===== src/rtl/dual_ref_pkg.sv =====
// dual_ref_pkg
// Shared definitions for the dual reference scheduler: the scheduler state
// encoding, the default counter width and the smallest legal divisor.
package dual_ref_pkg;

   localparam int DEF_CNT_W = 28;
   localparam int MIN_DIV   = 2;

   typedef enum logic [1:0] {
      IDLE    = 2'd0,
      RUN     = 2'd1,
      PENDING = 2'd2
   } state_t;

endpackage


===== src/rtl/ref_phase_counter.sv =====
// ref_phase_counter
// One programmable divide-by-N phase counter with registered wave decode.
// Optional macro: REF_QUAD_EN adds the 90-degree shifted output `quad`.
// Ports:
//   clock_in, reset_n : clock, asynchronous active-low reset
//   divisor           : active divisor d (always >= 2)
//   clear             : force the counter back to 0 (realign)
//   run               : advance the counter; low holds counter and outputs at 0
//   counter           : current phase count 0..d-1
//   out               : square wave, high while c < d>>1
//   quad              : (REF_QUAD_EN) high while d>>2 <= c < (d>>2)+(d>>1)
//   tick              : pulse for the last cycle of the period
module ref_phase_counter
   import dual_ref_pkg::*;
#(
   parameter int CNT_W = DEF_CNT_W
) (
   input  logic             clock_in,
   input  logic             reset_n,
   input  logic [CNT_W-1:0] divisor,
   input  logic             clear,
   input  logic             run,
   output logic [CNT_W-1:0] counter,
   output logic             out,
`ifdef REF_QUAD_EN
   output logic             quad,
`endif
   output logic             tick
);

   logic             last;
   logic [CNT_W-1:0] half;

   assign last = (counter == divisor - CNT_W'(1));
   assign half = divisor >> 1;

`ifdef REF_QUAD_EN
   logic [CNT_W-1:0] qtr;
   assign qtr = divisor >> 2;
`endif

   // Outputs are decoded from the counter value before the edge, so they
   // trail the counter by exactly one clock.
   always_ff @(posedge clock_in or negedge reset_n) begin
      if (!reset_n) begin
         counter <= '0;
         out     <= 1'b0;
         tick    <= 1'b0;
`ifdef REF_QUAD_EN
         quad    <= 1'b0;
`endif
      end else if (!run) begin
         counter <= '0;
         out     <= 1'b0;
         tick    <= 1'b0;
`ifdef REF_QUAD_EN
         quad    <= 1'b0;
`endif
      end else begin
         // NOTE: non-blocking assignments let every decode below see the
         // pre-edge counter, independent of statement order.
         out     <= (counter < half);
         tick    <= last;
`ifdef REF_QUAD_EN
         quad    <= (counter >= qtr) && (counter < qtr + half);
`endif
         counter <= (clear || last) ? '0 : counter + CNT_W'(1);
      end
   end

endmodule


===== src/rtl/dual_ref_scheduler.sv =====
// dual_ref_scheduler
// Two phase-aligned reference square waves for a double-frequency lock-in
// amplifier, with divisor updates taken over a valid/ready handshake and
// applied only at a ref1 period boundary.
// Optional macro: REF_QUAD_EN adds quadrature outputs ref1_q / ref2_q.
// Ports:
//   clock_in, reset_n      : clock, asynchronous active-low reset
//   enable                 : run the references; low returns to IDLE
//   cfg_valid/cfg_ready    : divisor pair handshake (ready low while PENDING)
//   cfg_div1, cfg_div2     : requested divisors
//   cfg_err                : one-cycle pulse when a transferred pair is < 2
//   ref1_out, ref2_out     : square waves
//   ref1_tick, ref2_tick   : last-cycle-of-period pulses
//   sync_pulse             : common boundary or realign pulse
//   ref1_q, ref2_q         : (REF_QUAD_EN) 90-degree shifted waves
//   pending                : accepted pair waiting for the ref1 boundary
module dual_ref_scheduler
   import dual_ref_pkg::*;
#(
   parameter int               CNT_W    = DEF_CNT_W,
   parameter logic [CNT_W-1:0] DIV1_RST = 28'd50,
   parameter logic [CNT_W-1:0] DIV2_RST = 28'd100
) (
   input  logic             clock_in,
   input  logic             reset_n,
   input  logic             enable,
   input  logic             cfg_valid,
   output logic             cfg_ready,
   input  logic [CNT_W-1:0] cfg_div1,
   input  logic [CNT_W-1:0] cfg_div2,
   output logic             cfg_err,
   output logic             ref1_out,
   output logic             ref2_out,
   output logic             ref1_tick,
   output logic             ref2_tick,
   output logic             sync_pulse,
`ifdef REF_QUAD_EN
   output logic             ref1_q,
   output logic             ref2_q,
`endif
   output logic             pending
);

   state_t           state, state_nxt;
   logic [CNT_W-1:0] d1, d2, s1, s2, c1, c2;
   logic             transfer, bad, accept;
   logic             at_end1, at_end2, realign, commit;
   logic             direct_load, shadow_load;

   assign transfer = cfg_valid && cfg_ready;
   assign bad      = (cfg_div1 < CNT_W'(MIN_DIV)) || (cfg_div2 < CNT_W'(MIN_DIV));
   assign accept   = transfer && !bad;

   assign at_end1  = (c1 == d1 - CNT_W'(1));
   assign at_end2  = (c2 == d2 - CNT_W'(1));

   // A pending shadow lands either at the ref1 boundary or, when enable
   // drops, straight away so the next start uses the new pair.
   assign realign  = (state == PENDING) && enable && at_end1;
   assign commit   = (state == PENDING) && (!enable || at_end1);

   // While stopped (IDLE, or enable falling this cycle) there is no phase to
   // preserve, so an accepted pair goes directly to the active divisors.
   assign direct_load = accept && ((state == IDLE) || !enable);
   assign shadow_load = accept && (state == RUN) && enable;

   always_ff @(posedge clock_in or negedge reset_n) begin
      if (!reset_n) state <= IDLE;
      else          state <= state_nxt;
   end

   always_comb begin
      // NOTE: default first so every path assigns state_nxt; no latch.
      state_nxt = state;
      unique case (state)
         IDLE:    if (enable) state_nxt = RUN;
         RUN:     if (!enable)         state_nxt = IDLE;
                  else if (accept)     state_nxt = PENDING;
         PENDING: if (!enable)         state_nxt = IDLE;
                  else if (at_end1)    state_nxt = RUN;
         default: state_nxt = IDLE;
      endcase
   end

   always_comb begin
      cfg_ready = (state != PENDING);
      pending   = (state == PENDING);
   end

   always_ff @(posedge clock_in or negedge reset_n) begin
      if (!reset_n) begin
         d1         <= DIV1_RST;
         d2         <= DIV2_RST;
         // NOTE: shadows are reset too; a stale shadow must never commit.
         s1         <= '0;
         s2         <= '0;
         cfg_err    <= 1'b0;
         sync_pulse <= 1'b0;
      end else begin
         cfg_err    <= transfer && bad;
         sync_pulse <= enable && at_end1 && (at_end2 || (state == PENDING));
         if (commit) begin
            d1 <= s1;
            d2 <= s2;
         end else if (direct_load) begin
            d1 <= cfg_div1;
            d2 <= cfg_div2;
         end
         if (shadow_load) begin
            s1 <= cfg_div1;
            s2 <= cfg_div2;
         end
      end
   end

   ref_phase_counter #(.CNT_W(CNT_W)) u_ref1 (
      .clock_in (clock_in),
      .reset_n  (reset_n),
      .divisor  (d1),
      .clear    (realign),
      .run      (enable),
      .counter  (c1),
      .out      (ref1_out),
`ifdef REF_QUAD_EN
      .quad     (ref1_q),
`endif
      .tick     (ref1_tick)
   );

   ref_phase_counter #(.CNT_W(CNT_W)) u_ref2 (
      .clock_in (clock_in),
      .reset_n  (reset_n),
      .divisor  (d2),
      .clear    (realign),
      .run      (enable),
      .counter  (c2),
      .out      (ref2_out),
`ifdef REF_QUAD_EN
      .quad     (ref2_q),
`endif
      .tick     (ref2_tick)
   );

endmodule

===== config.mk =====
export PLATFORM = sky130hd
export DESIGN_NAME = dual_ref_scheduler
export DESIGN_NICKNAME = d
export VERILOG_FILES = /design/src/rtl/dual_ref_pkg.sv /design/src/rtl/ref_phase_counter.sv /design/src/rtl/dual_ref_scheduler.sv
export SDC_FILE = /design/constraint.sdc
export NUM_CORES = 1
export LEC_CHECK = 0
export ABC_AREA = 1
export BUFFER_PORTS_ARGS = -buffer_cell sky130_fd_sc_hd__buf_2
export CORE_UTILIZATION = 51
export CTS_BUF_LIST = sky130_fd_sc_hd__clkbuf_16
export CTS_CLUSTER_SIZE = 25
export DETAILED_ROUTE_END_ITERATION = 12
export GPL_TIMING_DRIVEN = 0
export MAX_ROUTING_LAYER = met4
export PLACE_DENSITY = 0.68
export SYNTH_ARGS = -nofsm -noshare
export SYNTH_HDL_FRONTEND = slang
export SYNTH_SLANG_ARGS = --single-unit

===== constraint.sdc =====
create_clock -name clock_in -period 6.3 [get_ports clock_in]
set_input_delay 0.315 -clock clock_in [delete_from_list [all_inputs] [get_ports clock_in]]
set_output_delay 0.315 -clock clock_in [all_outputs]
set_load 0.02 [all_outputs]

==> impl_metrics.py <==
metrics = {
    "power_and_ir_drop": {
        "ir_drop_v": 0.000166,
        "p_leak_nw": 7.11,
        "powerDensity_nw_per_um2": 285,
    },
    "clocking": {
        "postCtsHoldBufs": 1,
        "clockRootBuffer": "clkbuf_16",
        "post_cts_buffers": 0,
        "post_cts_resized": 0,
        "clk_latency_ps": 450,
        "clock_path_buffers": 2,
        "tritoncts": "done",
        "clk_pin_slew_ps": 80,
        "cts_buffers": 17,
        "cts.sink_count": 176,
        "h-tree-depth": 4,
    },
    "hold_path": {
        "hold_start": "cfg_valid",
        "min_to": "cfg_err",
        "holdPathStages": 3,
        "hold_path.class": "input pin to flip-flop",
    },
    "timing": {
        "worstMarginPinSlew_ps": 630,
        "slew_violations": 0,
        "max-slew-margin-rel_pct": 57.7,
        "worst_clock_skew_ps": 12.7,
        "fin_tns_setup_ps": 0,
        "rsz0062_at_grt": "no",
        "setup_viol": 0,
        "min_period_over_period_pct": 52.9,
        "finalHoldViolations": 0,
        "min_period_ps": 3330,
        "clock.fmax_mhz": 300,
    },
    "route": {
        "wl_met3_mm": 2.02,
        "num_vias": 11832,
        "drt-met1-wl_mm": 17.5,
        "wl_mm": 34.9,
        "vias_per_cell": 5.31,
        "drc": 0,
        "dr.max_layer_used": "met4",
        "met2_length_mm": 15.0,
        "drt_iter0_markers": 1050,
        "antenna_left": 0,
        "wl_per_cell_um": 15.7,
        "dr.pass1.iters": 7,
    },
    "cells_and_area": {
        "multi_input_area_um2": 6900,
        "num-fill-cells": 2374,
        "antenna_cells": 0,
        "regArea_um2": 4410,
        "nets": 2012,
        "area_delta_synth_final_pct": 11.2,
        "instances_no_fill": 2228,
        "drive_gt1_share_pct": 8.01,
    },
    "setup_path": {
        "worst-path-buf-inv": 3,
        "cp_top_family": "simple AND/OR/NAND/NOR gates",
        "path_cells": "inv_1, ha_1, nand2_4, nor2_8, o21ai_0, nand2_1, nand3_1, nor2_1, nand2_1, nor2_1, nand3_1, nand2_2, buf_4, buf_4, nand3_1, nand2_1, nand2_1",
        "worst_ep_required_time_ps": 6630,
        "reg2reg_depth": 17,
        "path_common_cell": "nand2_1",
        "r2r_slack_ps": 2970,
        "worstReg2RegStart": "d1[0]",
        "crit_arrival_ps": 3670,
        "critPathKind": "flip-flop to flip-flop",
        "slowest_delay_ps": 460,
        "endpoint_kind": "flip-flop",
        "r2r_end": "d1[6]",
        "crit_slowest_cell": "dfrtp_1",
        "startpoint_type": "flip-flop",
        "crit_fanout": 10,
    },
    "yosys": {
        "ys_types": 45,
        "syn_area_per_cell_um2": 6.91,
        "yosysWarnings": 0,
        "netlist_instances": 1808,
        "ys_seq_area_share_pct": 35.3,
        "syn-num-nets": 1924,
        "syn_area_um2": 12500,
        "synth_seq_cells": 176,
    },
    "place": {
        "place_congestion": 0.918,
        "post-dp-hpwl_mm": 27.1,
        "portBuffers": 67,
        "place_inst": 2195,
    },
    "grt": {
        "grt_max_degree": 101,
        "grt_use_total_pct": 30.3,
        "antenna_found_initial": 0,
        "overflow": 0,
        "grt_pass1_vias": 11062,
        "grt_pass1_wl_mm": 57.1,
    },
    "job": {
        "max-cap-violations": 0,
    },
    "floorplanning": {
        "fp.coreArea_um2": 23800,
        "ios": 68,
        "initial_core_util_pct": 52.6,
        "die_x_um": 158,
        "fp-row-count": 56,
        "die_y_um": 158,
        "die-area_um2": 25100,
    },
    "run_status": {
        "status": "complete, no violations",
    },
}
layer usage:
metal,track usage [%],vias up
li1,-,5959
met1,44.4,5500
met2,45.0,341
met3,3.27,32
met4,6.55,0
met5,-,-
cell usage after synthesis (all sizes together):
cell | number | area share, %
clkbuf | 36 | 1.1
nand4 | 41 | 2.1
o21a | 3 | 0.18
o211ai | 4 | 0.24
xor2 | 72 | 5.1
buf | 28 | 1.5
or3b | 1 | 0.070
and3 | 1 | 0.050
nor4 | 9 | 0.45
a221oi | 1 | 0.070
dfstp | 6 | 1.3
nand2 | 450 | 14
o21bai | 2 | 0.12
xnor2 | 36 | 2.5
or2 | 3 | 0.15
o221ai | 1 | 0.070
dfrtp | 170 | 34
nand3 | 242 | 9.7
nor3 | 35 | 1.4
o31ai | 1 | 0.060
ha | 56 | 5.6
clkinv | 1 | 0.030
nor3b | 2 | 0.12
a211oi | 1 | 0.060
and2 | 4 | 0.20
a31oi | 2 | 0.10
nand3b | 4 | 0.24
nor2 | 255 | 8.2
a21o | 4 | 0.24
a21oi | 59 | 2.4
inv | 226 | 6.8
xnor3 | 1 | 0.18
o21ai | 51 | 2.0
cell families after synthesis:
group	Yosys count	share of synthesized area (%)
buffers and inverters	291	9.39
and+or+nand+nor	1047	36.4
adders and majority gates	56	5.61
DFF	176	35.3
xor gates and xnor gates	109	7.76
AOI/OAI and AO/OA	129	5.55
state kept, by name, summed over array words and instances (netlist names):
name,count
u_ref2.out,1
s2,28
u_ref2.counter,28
u_ref1.tick,1
sync_pulse,1
u_ref1.counter,28
d2,28
cfg_err,1
u_ref1.out,1
s1,28
u_ref2.tick,1
state,2
d1,28
stage by stage:
step	hold WS, ps	utilization (%)	power, mW	instance area [µm²]	setup WS (ps)
3_5_place_dp	330	55.8	2.84	13300	3060
2_1_floorplan	19.4	-	2.47	12500	3900
5_1_grt	119	58.4	4.23	13900	2700
6_report	101	58.4	3.96	13900	2970
4_1_cts	93.7	58.4	3.96	13900	3000
3_3_place_gp	467	55.7	2.80	13200	2010
final cells by class:
type	count	share of cell area (%)
multi-input combinational	1341	49.7
sequential	176	31.8
inverter	227	6.14
clock buffer	17	3.06
tap	319	2.88
timing repair buffer	69	2.76
buffer	64	2.31
clock inverter	15	1.34
how the worst max path moves through the flow:
stage	from	to	slack [ps]	cells after the start
after floorplan	d1[0]	d2[0]	3900	16
after global placement	reset_n	s2[17]	2010	1
after detailed placement	d1[0]	d2[1]	3060	17
after CTS	d1[0]	d2[1]	3000	17
after global routing	d1[0]	d2[1]	2700	17
final	d1[0]	d1[6]	2970	17
worst reg2reg max path: cells and delay by family, from the launching register on:
family,cells,cell delay (ps)
buffers and inverters,3,630
AO/OA/AOI/OAI,1,180
flip-flops,1,460
adder cells (fa/ha/maj),1,310
AND/OR/NAND/NOR,12,1640
cell usage in the layout (no fill, tap or decap), types with 17 or more instances in the layout:
cell type  synthesis  layout
a21oi_1           59      59
xor2_1            72      72
nand3_1          241     241
nand2_1          445     445
nor2_1           243     243
clkbuf_1          36      36
ha_1              56      56
xnor2_1           36      36
nor3_1            34      34
dfrtp_1          170     170
o21ai_0           50      50
clkbuf_16          0      17
buf_2             13      79
inv_1            226     226
nand4_1           41      41
where the power goes:
part           leakage (nW)  total, mW  switching [mW]  internal [mW]
Sequential             2.20       1.60           0.237           1.37
Clock                 0.302       1.12           0.544          0.575
Combinational          4.61       1.24           0.793          0.446
Note: power is estimated with default switching activity, not from simulation.
